## config.mk

```make
export PLATFORM = sky130hd
export DESIGN_NAME = sync_fifo_param
export DESIGN_NICKNAME = d
export VERILOG_FILES = /design/src/rtl/fifo_pkg.sv /design/src/rtl/fifo_mem.sv /design/src/rtl/sync_fifo_param.sv
export SDC_FILE = /design/constraint.sdc
export NUM_CORES = 1
export LEC_CHECK = 0
export CAP_MARGIN = 20
export CORE_MARGIN = 1
export CORE_UTILIZATION = 52
export DETAILED_ROUTE_END_ITERATION = 7
export PLACE_DENSITY = 0.72
export SYNTH_ARGS = -nofsm -noshare
export SYNTH_HDL_FRONTEND = slang
export SYNTH_SLANG_ARGS = --single-unit
```

## constraint.sdc

```tcl
create_clock -name clk -period 8.67 [get_ports clk]
set_input_delay 0.867 -clock clk [delete_from_list [all_inputs] [get_ports clk]]
set_output_delay 0.867 -clock clk [all_outputs]
set_load 0.03 [all_outputs]
```

## src/rtl/fifo_pkg.sv

```systemverilog
// Shared defaults for the parameterised synchronous FIFO, and a ceil(log2) helper
// that the top level uses to validate its address width.
package fifo_pkg;

   localparam int DEF_BITS       = 12;
   localparam int DEF_WORD_DEPTH = 8;
   localparam int DEF_ADDR_WIDTH = 3;
   localparam int DEF_AF_LEVEL   = 6;
   localparam int DEF_AE_LEVEL   = 2;

   function automatic int clog2(input int value);
      int r;
      r = 0;
      for (int v = value - 1; v > 0; v = v >> 1) begin
         r = r + 1;
      end
      return r;
   endfunction

endpackage

```

## src/rtl/fifo_mem.sv

```systemverilog
// FIFO storage: 1-write/1-read register array, write on the rising edge, asynchronous read.
// There is no reset; the controller's pointers decide which words are valid.
module fifo_mem #(
   parameter int BITS  = 12,
   parameter int DEPTH = 8,
   parameter int AW    = 3
) (
   input  logic            clk,
   input  logic            i_we,
   input  logic [AW-1:0]   i_waddr,
   input  logic [BITS-1:0] i_wdata,
   input  logic [AW-1:0]   i_raddr,
   output logic [BITS-1:0] o_rdata
);

   logic [BITS-1:0] r_mem [DEPTH];

   always_ff @(posedge clk) begin
      if (i_we) begin
         r_mem[i_waddr] <= i_wdata;
      end
   end

   assign o_rdata = r_mem[i_raddr];

endmodule

```

## src/rtl/sync_fifo_param.sv

```systemverilog
// Single-clock FIFO with registered status flags, overflow/underflow pulses and
// selectable output mode: registered read data (FWFT=0) or first-word-fall-through (FWFT=1).
module sync_fifo_param
   import fifo_pkg::*;
#(
   parameter int BITS       = DEF_BITS,
   parameter int word_depth = DEF_WORD_DEPTH,
   parameter int addr_width = DEF_ADDR_WIDTH,
   parameter int AF_LEVEL   = DEF_AF_LEVEL,
   parameter int AE_LEVEL   = DEF_AE_LEVEL,
   parameter int FWFT       = 0
) (
   input  logic                  clk,
   input  logic                  rst,
   input  logic                  write,
   input  logic                  read,
   input  logic [BITS-1:0]       data_in,
   output logic [BITS-1:0]       data_out,
   output logic                  ready,
   output logic                  full,
   output logic                  empty,
   output logic                  almost_full,
   output logic                  almost_empty,
   output logic [addr_width:0]   count,
   output logic                  overflow,
   output logic                  underflow
);

   if (addr_width != clog2(word_depth)) begin : g_bad_cfg
      $error("sync_fifo_param: addr_width must equal log2(word_depth)");
   end

   localparam logic [addr_width-1:0] LAST_PTR  = addr_width'(word_depth - 1);
   localparam logic [addr_width:0]   DEPTH_CNT = (addr_width + 1)'(word_depth);
   localparam logic [31:0]           AF_U      = 32'(AF_LEVEL);
   localparam logic [31:0]           AE_U      = 32'(AE_LEVEL);
   localparam bit                    AF_EN     = (AF_LEVEL <= word_depth);
   localparam bit                    AF_RST    = (AF_LEVEL == 0);

   logic [addr_width-1:0] r_wr_ptr;
   logic [addr_width-1:0] r_rd_ptr;
   logic [addr_width:0]   r_count;
   logic                  r_full;
   logic                  r_empty;
   logic                  r_almost_full;
   logic                  r_almost_empty;
   logic                  r_overflow;
   logic                  r_underflow;

   logic                  w_rd_acc;
   logic                  w_wr_acc;
   logic [addr_width:0]   w_cnt_nxt;
   logic [BITS-1:0]       w_head;

   // A write into a full FIFO is still accepted when a read frees a slot in the same cycle.
   assign w_rd_acc = read & ~r_empty;
   assign w_wr_acc = write & (~r_full | w_rd_acc);

   always_comb begin
      w_cnt_nxt = r_count;
      case ({w_wr_acc, w_rd_acc})
         2'b10:   w_cnt_nxt = r_count + 1'b1;
         2'b01:   w_cnt_nxt = r_count - 1'b1;
         default: w_cnt_nxt = r_count;
      endcase
   end

   fifo_mem #(
      .BITS  (BITS),
      .DEPTH (word_depth),
      .AW    (addr_width)
   ) u_mem (
      .clk     (clk),
      .i_we    (w_wr_acc),
      .i_waddr (r_wr_ptr),
      .i_wdata (data_in),
      .i_raddr (r_rd_ptr),
      .o_rdata (w_head)
   );

   // Flags are computed from the next count so they update on the same edge as count.
   always_ff @(posedge clk or posedge rst) begin
      if (rst) begin
         r_wr_ptr       <= '0;
         r_rd_ptr       <= '0;
         r_count        <= '0;
         r_full         <= 1'b0;
         r_empty        <= 1'b1;
         r_almost_full  <= AF_RST;
         r_almost_empty <= 1'b1;
         r_overflow     <= 1'b0;
         r_underflow    <= 1'b0;
      end else begin
         if (w_wr_acc) begin
            r_wr_ptr <= (r_wr_ptr == LAST_PTR) ? '0 : r_wr_ptr + 1'b1;
         end
         if (w_rd_acc) begin
            r_rd_ptr <= (r_rd_ptr == LAST_PTR) ? '0 : r_rd_ptr + 1'b1;
         end
         r_count        <= w_cnt_nxt;
         r_full         <= (w_cnt_nxt == DEPTH_CNT);
         r_empty        <= (w_cnt_nxt == '0);
         r_almost_full  <= AF_EN && (32'(w_cnt_nxt) >= AF_U);
         r_almost_empty <= (32'(w_cnt_nxt) <= AE_U);
         r_overflow     <= write & ~w_wr_acc;
         r_underflow    <= read & ~w_rd_acc;
      end
   end

   if (FWFT != 0) begin : g_fwft
      // Gate with empty so a stale head word is never presented, including during reset.
      assign data_out = r_empty ? '0 : w_head;
      assign ready    = ~r_empty;
   end else begin : g_std
      logic [BITS-1:0] r_data_out;
      logic            r_ready;

      always_ff @(posedge clk or posedge rst) begin
         if (rst) begin
            r_data_out <= '0;
            r_ready    <= 1'b0;
         end else begin
            r_ready <= w_rd_acc;
            if (w_rd_acc) begin
               r_data_out <= w_head;
            end
         end
      end

      assign data_out = r_data_out;
      assign ready    = r_ready;
   end

   assign full         = r_full;
   assign empty        = r_empty;
   assign almost_full  = r_almost_full;
   assign almost_empty = r_almost_empty;
   assign count        = r_count;
   assign overflow     = r_overflow;
   assign underflow    = r_underflow;

endmodule

```

==> impl_results.md, run 1 <==
- I/O pins: 39
- Hold Path End: data_out[4]$_DFFE_PP0P_
- # setup viols final: 0
- CP required: roughly 9100 ps
- # resized after CTS: 0
- CP bufs+invs: 2
- Worst path slowest cell: clkinv_1
- Synthesized area: between 5000 and 6000 um2
- Largest net degree at the start of global routing: 51
- Period utilisation layout: between 50% and 60%
- Grt ovf: 0
- Crit. End Element: register
- Avg WL per Cell: between 15 and 20 um
- Synth Instances: between 300 and 400
- CP max stage delay: ~700 ps
- Clock Skew: 9.48 ps
- Antenna violation net count after detailed routing: 0
- CTS tree: done
- Crit path DAT: around 4800 ps
- First-pass GRT wire length: 14.8 mm
- Clk sinks: between 100 and 150
- Setup TNS: 0 ps
- Reg clk slew, reported paths: ~60 ps
- Initial core utilization: around 54%
- Post-synthesis sequential area ratio: 71.4%
- Later-pin clock latency in the skew report: ~520 ps
- Post-CTS setup buffer count: 0
- N_diodes: 0
- Critical-path cell list: clkdlybuf4s50_1 > nand2b_1 > clkinv_1 > o21ai_2 > ha_1 > or4b_1 > a21o_2 > o211ai_4 > nor3b_1
- Placed Area: between 5000 and 6000 um2
- Hold path depth: 2
- Non-filler cells in the finished layout: roughly 500
- Power Density: 373 nW/um2
- Min-Delay Startpoint: data_out[4]$_DFFE_PP0P_
- Fillcell total: between 600 and 700
- YS warnings: 0
- Distinct cells, synth: 43
- Outcome: finished, final reports clean
- Drt pass-1 iters: 4
- PortBufs: 38
- Clock root buffer: clkbuf_8
- CORE AREA: just over 9000 um2
- Die W: a little over 100 um
- Max Clock Freq: around 230 MHz
- Final Max Slew Viols: 0
- Final Cell Area: around 6200 um2
- Worst path top cell family by delay: simple AND/OR/NAND/NOR gates
- Critical path startpoint category: input port
- Clock tree buffer depth: 2
- Area Growth Syn to Fin: 23.3%
- Die Ht: approximately 100 um
- Lkg Pwr: 2.32 nW
- Post-placement cell count: between 400 and 500
- Final Hold Viols: 0
- H-tree levels: 4
- Dpl hpwl: between 5 and 6 mm
- Synth async-reset ratio: a little under a quarter
- Initial antenna violation count: 0
- DRC Markers: 0
- Mapped Avg Cell Area: 15.8 um2
- FF-to-FF End: full$_DFF_PP0_
- Min cycle time layout: between 4000 and 5000 ps
- Setup ws final: 4300 ps
- R2R setup slack: roughly 4500 ps
- Worst hold-check path type: register to register
- DR vias: ~2.8k
- CP max FO: 19
- Placer congestion estimate: around 0.74
- Peak VDD IR: roughly 0.24 mV
- Post-synth EDFFs: between 90 and 100
- Syn_nets: 344
- Pre-CTS setup slack: between 3000 and 4000 ps
- Register bit total from synthesis: approximately 130
- R2R cell count: 8
- Total GRT Usage: between 20% and 30%
- Vias per cell: 5.48
- CTS buffer count: 17
- Die area: between 10000 and 15000 um2
- Hold_ws: 475 ps
- Reg2reg start: empty$_DFF_PP1_
- Row count: 35
- Primary FF master, synth: edfxtp_1
- Drt initial violations: roughly 120
- RSZ-0062 raised after global routing: false
- Number of global-route vias before repair: roughly 2.8k
- WL final: roughly 9.5 mm
- Hold-fix buffers at CTS: 0
- Max cap viols: 0
- Worst rel slew slack: between 20% and 30%
- # nets final: 396
- Worst-margin pin slew: 1100 ps
- Crit Path Category: input port to register
- Share of layout cells above drive strength 1: approximately 16%
[routing by layer]
layer  part of all wire, %  up-vias  track usage [%]
li1                      -     1330                -
met1                    44     1402             25.7
met2                    50       77             33.6
met3                   4.6        9             5.96
met4                   1.2        0             9.81
met5                     0        -                0
[stage by stage]
| stage | power (W) | util [%] |
|---|---|---|
| floorplan | 0.00139 | - |
| global placement | 0.00161 | 60.1 |
| detailed placement | 0.00163 | 60.1 |
| CTS | 0.00234 | 66.5 |
| global route | 0.00244 | 66.9 |
| finish | 0.00233 | 66.9 |
[synthesized netlist by cell type, types with 2 or more instances]
cell type | instances | area (um2)
buf_2 | 6 | 30.0
clkbuf_1 | 7 | 26.3
nor2_1 | 7 | 26.3
dfstp_2 | 2 | 52.6
mux2i_1 | 49 | 490
nand2_1 | 30 | 113
o21ai_0 | 2 | 10.0
a21o_1 | 3 | 22.5
a22oi_1 | 25 | 188
nor2b_1 | 3 | 18.8
ha_1 | 7 | 87.6
dfrtp_1 | 27 | 676
nor3_1 | 7 | 35.0
inv_1 | 3 | 11.3
nor3b_1 | 2 | 15.0
edfxtp_1 | 96 | 2880
and2_1 | 2 | 12.5
mux2_2 | 2 | 22.5
nand2b_1 | 5 | 31.3
xnor2_1 | 2 | 17.5
nand3_1 | 12 | 60.1
[state kept, by name, summed over array words and instances (netlist names)]
register	flops
r_wr_ptr	3
almost_full	1
ready	1
data_out	12
u_mem.r_mem	96
almost_empty	1
overflow	1
full	1
count	4
underflow	1
empty	1
r_rd_ptr	3
[cells in the final DEF (no fill, tap or decap), types with 2 or more instances in the layout]
master / n
edfxtp_1: 96
mux2i_1: 49
clkdlybuf4s50_1: 38
nand2_1: 30
dfrtp_1: 26
a22oi_1: 25
clkbuf_16: 16
nand3_1: 12
buf_4: 10
nor2_1: 7
ha_1: 7
inv_6: 6
nand2b_1: 5
nor3_2: 4
nor2b_1: 3
nor3_1: 3
a21o_1: 3
inv_1: 3
clkinvlp_4: 3
bufinv_16: 3
and2_1: 2
o21ai_0: 2
mux2_2: 2
xnor2_1: 2
nor3b_1: 2
dfstp_2: 2
clkinv_4: 2
[how the worst max path moves through the flow]
stage,endpoint,cells past startpoint,slack [ps],from
after CTS,full$_DFF_PP0_,9,4300,read
final,full$_DFF_PP0_,9,4300,read
after global placement,full$_DFF_PP0_,9,3890,read
after detailed placement,full$_DFF_PP0_,9,3770,read
after floorplan,almost_empty$_DFF_PP1_,9,5530,read
after global routing,almost_empty$_DFF_PP1_,9,4020,read
[worst min-delay path, stage by stage, from the launching register on]
cell     delay, ps
dfrtp_1        340
nand2_1         50
nand2_1         50
[cell families after synthesis]
kind of cell / after synthesis / share of synthesized area [%]
simple gates: 77 / 7.92
xor+xnor: 3 / 0.520
buf+inv: 20 / 2.05
flops: 125 / 71.4
mux: 51 / 10.1
fa+ha+maj: 7 / 1.73
compound gates: 38 / 6.21
[power by group]
group | internal (W) | switching (W) | leakage [nW]
sequential | 0.000786 | 0.0000778 | 1.22
combinational | 0.000308 | 0.000452 | 0.821
clock | 0.000442 | 0.000261 | 0.283
[layout make-up]
class	count	area (um2)	area share, %
clock inverters	14	183	2.93
flip-flops and latches	125	3610	57.9
multi-input cells	176	1370	21.9
repair buffers	49	483	7.74
clock buffers	17	414	6.64
well taps	129	161	2.59
inverters	4	15.0	0.241
Note: power is estimated with default switching activity, not from simulation.
==> run 2, diff against run 1 <==
--- a/config.mk
+++ b/config.mk
@@ -9,7 +9,7 @@
 export CORE_MARGIN = 1
 export CORE_UTILIZATION = 52
 export DETAILED_ROUTE_END_ITERATION = 7
-export PLACE_DENSITY = 0.72
+export PLACE_DENSITY = 0.75
 export SYNTH_ARGS = -nofsm -noshare
 export SYNTH_HDL_FRONTEND = slang
 export SYNTH_SLANG_ARGS = --single-unit
==> constraint.sdc (replaced) <==
create_clock -name clk -period 3.8 [get_ports clk]
set_input_delay 0.38 -clock clk [delete_from_list [all_inputs] [get_ports clk]]
set_output_delay 0.38 -clock clk [all_outputs]
set_load 0.03 [all_outputs]
==> impl_results.md, run 2 (same netlist as run 1, synthesis figures left out) <==
- Internal: between 0.003 and 0.004 W
- Area of the multi-input gates: 1370 um2
- P_sw: between 0.0015 and 0.002 W
- Die area: between 10000 and 15000 um2
- # setup viols final: 0
- RSZ-0062 raised after global routing: false
- Drt initial violations: between 150 and 200
- Lkg Pwr: 2.32 nW
- Avg WL per Cell: 18.5 um
- # nets final: approximately 400
- Switching Share: about a third
- Grt ovf: 0
- Clk sinks: 125
- Clk pwr share: roughly 28%
- # resized after CTS: 0
- Worst rel slew slack: 31.3%
- DRC Markers: 0
- Die Ht: between 100 and 150 um
- Die W: about 100 um
- Crit Path Category: register to register
- Setup TNS: 0 ps
- Hold-fix buffers at CTS: 0
- CP required: 4220 ps
- Logic gate share of total power: roughly a third
- Total power: 0.00517 W
- Initial core utilization: between 50% and 60%
- Reg area: about 3600 um2
- Total GRT Usage: 20.7%
- Worst hold-check path type: input port to async pin
- WL final: a little under 10 mm
- PortBufs: 38
- Post-CTS setup buffer count: 0
- Number of global-route vias before repair: between 2k and 3k
- Flop pwr share: between 30% and 40%
- Clock root buffer: clkbuf_8
- Biggest register: u_mem.r_mem
- Most frequent cells in the layout: edfxtp_1, mux2i_1, clkdlybuf4s50_1
- Dpl hpwl: ~5.7 mm
- Max Clock Freq: about 370 MHz
- CTS tree: done
- Hold_ws: 265 ps
- Row count: 35
- Largest net degree at the start of global routing: between 50 and 60
- Power Density: between 800 and 900 nW/um2
- DR vias: 2882
- Drt pass-1 iters: 5
- H-tree levels: 4
- Vias per cell: approximately 5.5
- CORE AREA: ~9300 um2
- Clock Skew: 8.68 ps
- Crit. End Element: register
- Later-pin clock latency in the skew report: approximately 500 ps
- Min cycle time layout: about 2700 ps
- Peak VDD IR: ~0.58 mV
- Reg clk slew, reported paths: approximately 60 ps
- First-pass GRT wire length: ~15 mm
- Final Max Slew Viols: 0
- Fillcell total: about 640
- CTS buffer count: 17
- CP max FO: 11
- Share of layout cells above drive strength 1: approximately 16%
- Max reg flops: 96
- Final Hold Viols: 0
- Crit path DAT: about 3100 ps
- Worst-margin pin slew: roughly 1000 ps
- Area Growth Syn to Fin: 22.6%
- I/O pins: 39
- Antenna violation net count after detailed routing: 0
- Most common cell after layout, fill and taps aside: edfxtp_1
- Placer congestion estimate: approximately 0.79
- Outcome: finished, final reports clean
- Clock tree buffer depth: 2
- N_diodes: 0
- Critical path startpoint category: register
- Period utilisation layout: a little under three quarters
- Max cap viols: 0
- Initial antenna violation count: 0
[run 2: critical path: stages, from the launching register on]
cell	delay [ps]
dfstp_2	530
nand2b_1	140
clkinv_1	110
o21ai_2	120
buf_4	200
ha_1	280
or3b_4	430
a2111oi_4	400
o211ai_4	160
nor4_4	260
[run 2: per-stage QoR]
step / cells / util [%] / setup slack (ps) / area (um2)
3_5_place_dp: 486 / 60.5 / 830 / 5640
5_1_grt: 520 / 66.4 / 933 / 6200
6_report: 520 / 66.4 / 1080 / 6200
4_1_cts: 518 / 66.2 / 1080 / 6180
2_1_floorplan: 321 / - / 846 / 5060
3_3_place_gp: 486 / 60.5 / 908 / 5640
[run 2: cell type report]
type                       instances  share of cell area, %
tap                              129                   2.60
sequential                       125                   58.3
multi-input combinational        176                   22.1
inverter                           4                  0.242
clock buffer                      17                   6.68
timing repair buffer              54                   8.14
clock inverter                    15                   1.98
[run 2: power groups by stage]
stage               combinational, W  sequential, W  clock [W]
CTS                          0.00175        0.00197    0.00144
global route                 0.00191        0.00200    0.00150
global placement             0.00170        0.00198          0
detailed placement           0.00174        0.00200          0
finish                       0.00177        0.00197    0.00142
floorplan                    0.00100        0.00216          0
[run 2: metal layers]
metal	vias to the layer above	share of wire [%]	global-route usage (%)
met5	-	0	0
met4	0	0.92	7.58
met3	7	5.0	4.99
met2	93	50	34.1
met1	1443	44	26.9
li1	1339	-	-
[run 2: worst paths after layout]
path                                         start                 endpoint  slack, ps  cells after the start
setup / recovery                   empty$_DFF_PP1_   almost_empty$_DFF_PP1_       1080                      9
hold / removal                                 rst  data_out[4]$_DFFE_PP0P_        260                      3
setup reg to reg                   empty$_DFF_PP1_   almost_empty$_DFF_PP1_       1080                      9
hold reg to reg            data_out[5]$_DFFE_PP0P_  data_out[5]$_DFFE_PP0P_        470                      2
max in group asynchronous                      rst          empty$_DFF_PP1_       3210                      3
min in group clk           data_out[5]$_DFFE_PP0P_  data_out[5]$_DFFE_PP0P_        470                      2
==> run 3, diff against run 2 <==
--- a/config.mk
+++ b/config.mk
@@ -9,7 +9,7 @@
 export CORE_MARGIN = 1
 export CORE_UTILIZATION = 52
 export DETAILED_ROUTE_END_ITERATION = 7
-export PLACE_DENSITY = 0.75
+export PLACE_DENSITY = 0.72
 export SYNTH_ARGS = -nofsm -noshare
 export SYNTH_HDL_FRONTEND = slang
 export SYNTH_SLANG_ARGS = --single-unit
==> constraint.sdc (replaced) <==
create_clock -name clk -period 2.6 [get_ports clk]
set_input_delay 0.26 -clock clk [delete_from_list [all_inputs] [get_ports clk]]
set_output_delay 0.26 -clock clk [all_outputs]
set_load 0.03 [all_outputs]
==> impl_results.md, run 3 (same netlist as run 1, synthesis figures left out) <==
- Row count: 35
- Vias per cell: approximately 5.6
- Max Clock Freq: 405 MHz
- CP max stage delay: roughly 530 ps
- Crit. End Element: register
- Lkg Pwr: about 2.4 nW
- N_diodes: 0
- Reg area: ~3600 um2
- CP required: approximately 3000 ps
- Most frequent cells in the layout: edfxtp_1, mux2i_1, clkdlybuf4s50_1
- RSZ-0062 raised after global routing: false
- Final Cell Area: roughly 6400 um2
- Die area: between 10000 and 15000 um2
- Power Density: between 1000 and 1500 nW/um2
- Worst path slowest cell: dfstp_2
- Initial core utilization: 54.2%
- DRC Markers: 0
- Avg WL per Cell: around 19 um
- Biggest register: u_mem.r_mem
- Worst path top cell family by delay: simple AND/OR/NAND/NOR gates
- Min cycle time layout: between 2000 and 2500 ps
- CTS tree: done
- Period utilisation layout: 95.0%
- Clock Skew: around 7.0 ps
- # setup viols final: 0
- Clock root buffer: clkbuf_8
- Total power: between 0.007 and 0.008 W
- Later-pin clock latency in the skew report: between 500 and 600 ps
- Number of global-route vias before repair: roughly 2.9k
- Fillcell total: between 600 and 700
- Clk sinks: approximately 130
- Largest net degree at the start of global routing: around 50
- Share of layout cells above drive strength 1: a little under a fifth
- WL final: 10.2 mm
- Worst hold-check path type: input port to async pin
- DR vias: just under 3k
- Worst rel slew slack: a little under 50%
- Initial antenna violation count: 0
- Clock tree buffer depth: 2
- Outcome: finished, final reports clean
- Grt ovf: 0
- Final Max Slew Viols: 0
- Most common cell after layout, fill and taps aside: edfxtp_1
- Dpl hpwl: between 6 and 7 mm
- H-tree levels: 4
- CORE AREA: roughly 9300 um2
- Crit Path Category: register to register
- Max reg flops: between 90 and 100
- Drt initial violations: 191
- Drt pass-1 iters: 4
- Max cap viols: 0
- Critical-path cell list: nand2b_4 > clkinv_4 > o21ai_4 > ha_4 > or4b_1 > a21o_2 > o211ai_4 > nor3b_1
- Crit path DAT: between 2000 and 3000 ps
- Placed Area: 5760 um2
- CP max FO: 8
- Hold_ws: 190 ps
- CTS buffer count: 17
- # nets final: between 400 and 500
- PortBufs: 38
- Post-layout util: 68.4%
- Die W: 101 um
- Critical path startpoint category: register
- Reg clk slew, reported paths: roughly 60 ps
- Worst-margin pin slew: between 700 and 800 ps
- Peak VDD IR: ~0.74 mV
- Area of the multi-input gates: approximately 1400 um2
- Area Growth Syn to Fin: 26.1%
- Antenna violation net count after detailed routing: 0
- I/O pins: 39
- Final Hold Viols: 0
- First-pass GRT wire length: around 16 mm
- CP bufs+invs: 1
- Total GRT Usage: between 20% and 30%
- Placer congestion estimate: between 0.7 and 0.8
- Die Ht: a little over 100 um
==> run 3: worst register-to-register path, delay by kind of cell, from the launching register on <==
family	cells	cell delay [ps]
buffers and inverters	1	110
flip-flops	1	530
adder cells (fa/ha/maj)	1	240
AO/OA/AOI/OAI	3	580
AND/OR/NAND/NOR	3	910
==> run 3: final timing paths <==
kind | from | endpoint | slack, ps | cells after the start
worst max-delay path | empty$_DFF_PP1_ | full$_DFF_PP0_ | 130 | 8
worst min-delay path | rst | data_out[10]$_DFFE_PP0P_ | 190 | 2
worst max register to register | empty$_DFF_PP1_ | full$_DFF_PP0_ | 130 | 8
worst min register to register | data_out[10]$_DFFE_PP0P_ | data_out[10]$_DFFE_PP0P_ | 470 | 2
max in group asynchronous | rst | data_out[4]$_DFFE_PP0P_ | 1750 | 3
min in group clk | read | underflow$_DFF_PP0_ | 410 | 2
==> run 3: where the power goes <==
group	switching [W]	total [W]	internal, W
Sequential	0.000275	0.00290	0.00262
Combinational	0.00157	0.00272	0.00114
Clock	0.000777	0.00234	0.00156
==> run 3: layer usage <==
metal / track usage [%] / part of all wire (%) / routed length, um / vias to the layer above
li1: - / - / - / 1347
met1: 29.7 / 43 / 4380 / 1469
met2: 35.1 / 50 / 5100 / 105
met3: 5.20 / 5.6 / 567 / 13
met4: 10.5 / 1.3 / 131 / 0
met5: 0 / 0 / 0 / -
==> run 3: cell type report <==
class | count | share of cell area (%)
Sequential cell | 125 | 56.6
Multi-Input combinational cell | 176 | 22.3
Timing Repair Buffer | 61 | 8.87
Clock buffer | 26 | 7.65
Tap cell | 129 | 2.53
Clock inverter | 6 | 1.69
Inverter | 4 | 0.314
==> run 3: repair_timing <==
item	4_1_cts	5_1_grt
buffers inserted	0	1
resized for setup	0	3
hold buffers	0	0
setup endpoints to repair	0	4
==> run 3: stage by stage <==
step           setup slack [ps]  TNS (ps)  std cells
6_report                    130         0        527
5_1_grt                    13.8         0        527
4_1_cts                    98.4         0        526
3_5_place_dp              -38.3     -70.8        494
3_3_place_gp               49.1         0        494
2_1_floorplan             -13.3     -22.2        321
